--- src/rtl/line_window_feeder.sv ---
// Raster-to-3-row column feeder: two line stores build vertical pixel
// triples (rows r-2, r-1, r) with a valid/ready output register stage.
// Ports: clk, rst_n (async, active-low); in_valid/in_ready/in_pixel/in_sof
// raster input; out_valid/out_ready, pix_top/pix_mid/pix_bot, out_eol
// column-triple output. Optional LWF_FRAME_STATS_EN adds frame_done
// (1-cycle pulse after a frame's last pixel) and frame_count (16-bit).
module line_window_feeder #(
    parameter int PIXEL_WIDTH = 8,
    parameter int IMG_WIDTH   = 64,
    parameter int IMG_HEIGHT  = 64
) (
    input  logic                   clk,
    input  logic                   rst_n,
    input  logic                   in_valid,
    output logic                   in_ready,
    input  logic [PIXEL_WIDTH-1:0] in_pixel,
    input  logic                   in_sof,
    output logic                   out_valid,
    input  logic                   out_ready,
    output logic [PIXEL_WIDTH-1:0] pix_top,
    output logic [PIXEL_WIDTH-1:0] pix_mid,
    output logic [PIXEL_WIDTH-1:0] pix_bot,
    output logic                   out_eol
`ifdef LWF_FRAME_STATS_EN
    ,
    output logic                   frame_done,
    output logic [15:0]            frame_count
`endif
);

    localparam int CW = (IMG_WIDTH > 1) ? $clog2(IMG_WIDTH) : 1;
    localparam int RW = (IMG_HEIGHT > 1) ? $clog2(IMG_HEIGHT) : 1;

    localparam logic [CW-1:0] COL_LAST = CW'(IMG_WIDTH - 1);
    localparam logic [RW-1:0] ROW_LAST = RW'(IMG_HEIGHT - 1);
    localparam logic [RW-1:0] ROW_ONE  = RW'(1);

    localparam logic [0:0] FILL   = 1'b0;
    localparam logic [0:0] STREAM = 1'b1;

    logic [0:0]            state;
    logic [CW-1:0]         col;
    logic [RW-1:0]         row;
    logic [CW-1:0]         pos_c;
    logic [RW-1:0]         pos_r;
    logic [CW-1:0]         col_nxt;
    logic [RW-1:0]         row_nxt;
    logic                  acc;
    logic                  eol_in;
    logic                  last_px;
    logic                  go_stream;
    logic                  emit;

    logic [PIXEL_WIDTH-1:0] l0 [IMG_WIDTH];
    logic [PIXEL_WIDTH-1:0] l1 [IMG_WIDTH];

    // FILL never produces output, so it never needs to stall.
    assign in_ready = (state == FILL) | out_ready | ~out_valid;

    // in_sof re-labels the current pixel as (0,0) before any decode.
    always_comb begin
        acc       = in_valid & in_ready;
        pos_c     = in_sof ? '0 : col;
        pos_r     = in_sof ? '0 : row;
        eol_in    = (pos_c == COL_LAST);
        last_px   = eol_in && (pos_r == ROW_LAST);
        go_stream = (state == FILL) && (pos_r == ROW_ONE) && eol_in;
        emit      = acc && (state == STREAM) && !in_sof;
        col_nxt   = eol_in ? '0 : pos_c + 1'b1;
        row_nxt   = pos_r;
        if (eol_in) begin
            row_nxt = (pos_r == ROW_LAST) ? '0 : pos_r + 1'b1;
        end
    end

    always_ff @(posedge clk or negedge rst_n) begin
        if (!rst_n) begin
            state <= FILL;
            col   <= '0;
            row   <= '0;
        end else if (acc) begin
            col <= col_nxt;
            row <= row_nxt;
            if (in_sof) begin
                state <= FILL;
            end else if (go_stream) begin
                state <= STREAM;
            end else if (state == STREAM && last_px) begin
                state <= FILL;
            end
        end
    end

    // Line stores carry no reset; stale contents are overwritten before use.
    always_ff @(posedge clk) begin
        if (acc) begin
            l1[pos_c] <= l0[pos_c];
            l0[pos_c] <= in_pixel;
        end
    end

    always_ff @(posedge clk or negedge rst_n) begin
        if (!rst_n) begin
            out_valid <= 1'b0;
            out_eol   <= 1'b0;
            pix_top   <= '0;
            pix_mid   <= '0;
            pix_bot   <= '0;
        end else if (emit) begin
            out_valid <= 1'b1;
            out_eol   <= eol_in;
            pix_top   <= l1[pos_c];
            pix_mid   <= l0[pos_c];
            pix_bot   <= in_pixel;
        end else if (out_ready) begin
            out_valid <= 1'b0;
        end
    end

`ifdef LWF_FRAME_STATS_EN
    always_ff @(posedge clk or negedge rst_n) begin
        if (!rst_n) begin
            frame_done  <= 1'b0;
            frame_count <= '0;
        end else begin
            frame_done <= acc && last_px;
            if (frame_done) begin
                frame_count <= frame_count + 16'd1;
            end
        end
    end
`endif

endmodule

--- config.mk ---
export PLATFORM = sky130hd
export DESIGN_NAME = line_window_feeder
export DESIGN_NICKNAME = d
export VERILOG_FILES = /design/src/rtl/line_window_feeder.sv
export SDC_FILE = /design/constraint.sdc
export NUM_CORES = 1
export LEC_CHECK = 0
export BUFFER_PORTS_ARGS = -buffer_cell sky130_fd_sc_hd__buf_2
export CAP_MARGIN = 5
export CORE_ASPECT_RATIO = 0.5
export CORE_MARGIN = 2
export CORE_UTILIZATION = 35
export DETAILED_ROUTE_END_ITERATION = 10
export RECOVER_POWER = 50
export SYNTH_ARGS = -nofsm -noshare
export SYNTH_HDL_FRONTEND = slang
export SYNTH_SLANG_ARGS = --single-unit
--- constraint.sdc ---
create_clock -name clk -period 5.1 [get_ports clk]
set_clock_uncertainty 0.05 [all_clocks]
set_input_delay 0.255 -clock clk [delete_from_list [all_inputs] [get_ports clk]]
set_output_delay 0.255 -clock clk [all_outputs]
set_load 0.05 [all_outputs]
==> summary.txt <==
STA
  – Hold Fails Final Rpt: 0
  – RSZ-0062 raised after global routing: no
  – Highest Clock Rate: 203 MHz
  – Final TNS setup: 0 ns
  – Final setup vio count: 0
  – Worst slew pin tran: ~4.2 ns
  – Final worst path period need: 4.93 ns
  – Relative slew margins: -180%
  – Hold slack: around 0.098 ns
  – Crit share post-route: between 90% and 100%
  – Slew Viols, Final: a little over 700

Power and ir drop
  – Leak Pwr: roughly 16 nW
  – VDD IR max: between 200 and 300 µV
  – PwrDens: 400 nW/µm²
  – Total power: 0.0195 W

Worst setup path
  – Reg2reg start: col[2]
  – R2R depth: 6
  – Register-to-register path setup slack: between 0.15 and 0.2 ns
  – Critical path endpoint category: flip-flop
  – Crit start category: flip-flop
  – Worst Path Required: 5.32 ns
  – Critical path class: flip-flop to flip-flop
  – CP arrival: 5.15 ns
  – Reg2reg end: l0[44][0]
  – Crit path max fanout: 26

Synth
  – Post-synthesis instance total: 2588
  – Leading area contributor after synthesis: edfxtp_1
  – Post-synth top cells: edfxtp_1 (1024), mux2i_1 (184), nor2_1 (122)
  – Synthesis warning total: 0
  – Mapped Avg Cell Area: 16.5 µm²
  – Top FF cell, synth: edfxtp_1
  – Top-area cell type share of the netlist area: 72.1%
  – Post-Syn Area: 42600 µm²
  – Seq/Total Area, Yosys: 74.4%
  – EDFF count, synth: 1024
  – Synth top area cells: edfxtp_1 (72%), mux2i_1 (4.3%), dfrtp_1 (2.3%)
  – Count leader, synth: edfxtp_1
  – Async set or reset register ratio after synthesis: 3.67%
  – Syn_nets: 2603
  – Distinct cells, synth: 96
  – #FFs+latches synth: 1063

Global routing
  – GR Util All Layers: 23.4%
  – Largest net degree at the start of global routing: 68
  – Vias in the first global route: 25300
  – First-pass GRT wire length: just over 200000 µm
  – GRT overflow: 0
  – Initial antenna violation count: 8

CTS
  – Clk buf depth: 3
  – Sink Count: 1063
  – Cts repair resizes: 0
  – Root Driver: clkbuf_16
  – Total CTS buffers: 101
  – CTS tree: built
  – CTS clk-pin slew, worst paths: 0.07 ns
  – H-tree lvl count: 3
  – Clock Latency Late Sink: 0.71 ns

Route
  – DR DRC count: 0
  – Routed vias/inst: roughly 6.1
  – DR WL/cell: 33.6 µm
  – Antenna-violating nets left: 0
  – Via count: 27000
  – Final wirelength: ~150000 µm
  – Initial DRC count: 4412
  – Drt pass-1 iters: 7

Floorplan
  – I/O pins: 40
  – DIE HEIGHT: about 250 µm
  – DIE AREA: 125000 µm²
  – Rows: 90
  – Placeable core region: between 100000 and 150000 µm²
  – Chip Width: slightly below 500 µm
  – Initial Utilization: roughly a third

Finish
  – Fill cells: around 11000
  – Share of post-route cells with drive strength above 1: 16.5%
  – Layout area overhead: 14.4%
  – Design area: 48700 µm²
  – Post-layout util: about two fifths
  – Final #Nets: 2780

Placed design
  – Final HPWL from detailed placement: 93900 µm
  – Port-buffer cells: 39
  – Placed Instance Area: 45700 µm²
  – Gpl congestion: 0.995

Hold path
  – Hold Path Sink: pix_bot[4]
  – Hold depth: 5
  – Hold path startpoint: in_valid
  – Worst Hold Class: input port to flip-flop

Run
  – Max-cap violations: 18

Outcome
  – Violated checks: max-capacitance violations, max-slew violations
  – Outcome: finished with violations
[timing repair]
item                      4_1_cts  5_1_grt
hold buffers                    3        0
buffers inserted                0        0
hold endpoints to repair       48        0
[cells in the final DEF, fill, tap and decap left out, types with 31 or more instances in the layout]
master     count
mux2i_1      184
dfrtp_1       35
edfxtp_1    1024
a211oi_1      32
clkbuf_16    102
a22oi_1       37
a21oi_1      120
mux4_2        39
nor2_1       114
mux2_2        31
o22ai_1       70
clkbuf_1      96
nand3b_1      52
buf_4        150
nand2_1      106
nand3_1       33
nand2b_1      31
o21ai_0       83
[final cells by class]
class,instances,area [µm²],share of cell area [%]
Tap cell,1610,2010,4.13
Clock inverter,60,539,1.11
Multi-Input combinational cell,1331,9960,20.4
Clock buffer,125,2700,5.54
Antenna cell,2,5.00,0.0103
Inverter,11,41.3,0.0847
Timing Repair Buffer,257,1750,3.59
Sequential cell,1063,31700,65.1
[where the power goes]
group / internal [W] / switching [W]
combinational: 0.000598 / 0.00152
clock: 0.00421 / 0.00330
sequential: 0.00980 / 0.0000566
total: 0.0146 / 0.00488
[metal layers]
metal	track usage, %	vias to the layer above	routed length [µm]
met5	0	-	57
met4	8.31	8	6090
met3	8.00	337	21900
met2	33.1	2076	62200
met1	33.5	13800	59600
li1	-	10800	-
[state kept, by name (all words and copies together) (netlist names)]
register / count
state: 1
out_valid: 1
col: 6
l0: 512
pix_bot: 8
row: 6
l1: 512
pix_mid: 8
out_eol: 1
pix_top: 8
[worst max path at each step]
stage / startpoint / end / slack, ns / cells past startpoint
after floorplan: col[0] / l1[0][2] / 1.55 / 11
after global placement: col[0] / pix_mid[3] / 0.77 / 8
after detailed placement: col[0] / pix_mid[3] / 0.76 / 8
after CTS: col[0] / pix_mid[3] / 0.73 / 8
after global routing: col[1] / l0[59][4] / 0.26 / 6
final: col[2] / l0[44][0] / 0.17 / 6
[worst max-delay path: stages, from the launching register on]
cell      delay [ns]
dfrtp_4         0.71
or2b_1          0.29
nor2_1          0.21
clkbuf_1        0.88
nand2_1         0.79
nor2_1          0.25
clkbuf_1        1.30
[kinds of logic (layout without fill, tap and decap cells)]
family | after synthesis | in the layout | synth area share [%]
AOI/OAI and AO/OA | 585 | 585 | 9.56
adders and majority gates | 2 | 2 | 0.0587
buffers and inverters | 194 | 453 | 2.40
DFF | 1063 | 1063 | 74.4
muxes | 258 | 258 | 7.34
other | 0 | 2 | 0
and+or+nand+nor | 486 | 486 | 6.19
[stage by stage]
step / setup WS (ns) / instances
6_report: 0.169 / 4459
5_1_grt: 0.261 / 4457
2_1_floorplan: 1.55 / 2588
4_1_cts: 0.733 / 4457
3_3_place_gp: 0.766 / 4267
3_5_place_dp: 0.759 / 4269
No activity file was read; power rests on OpenSTA's default activity.
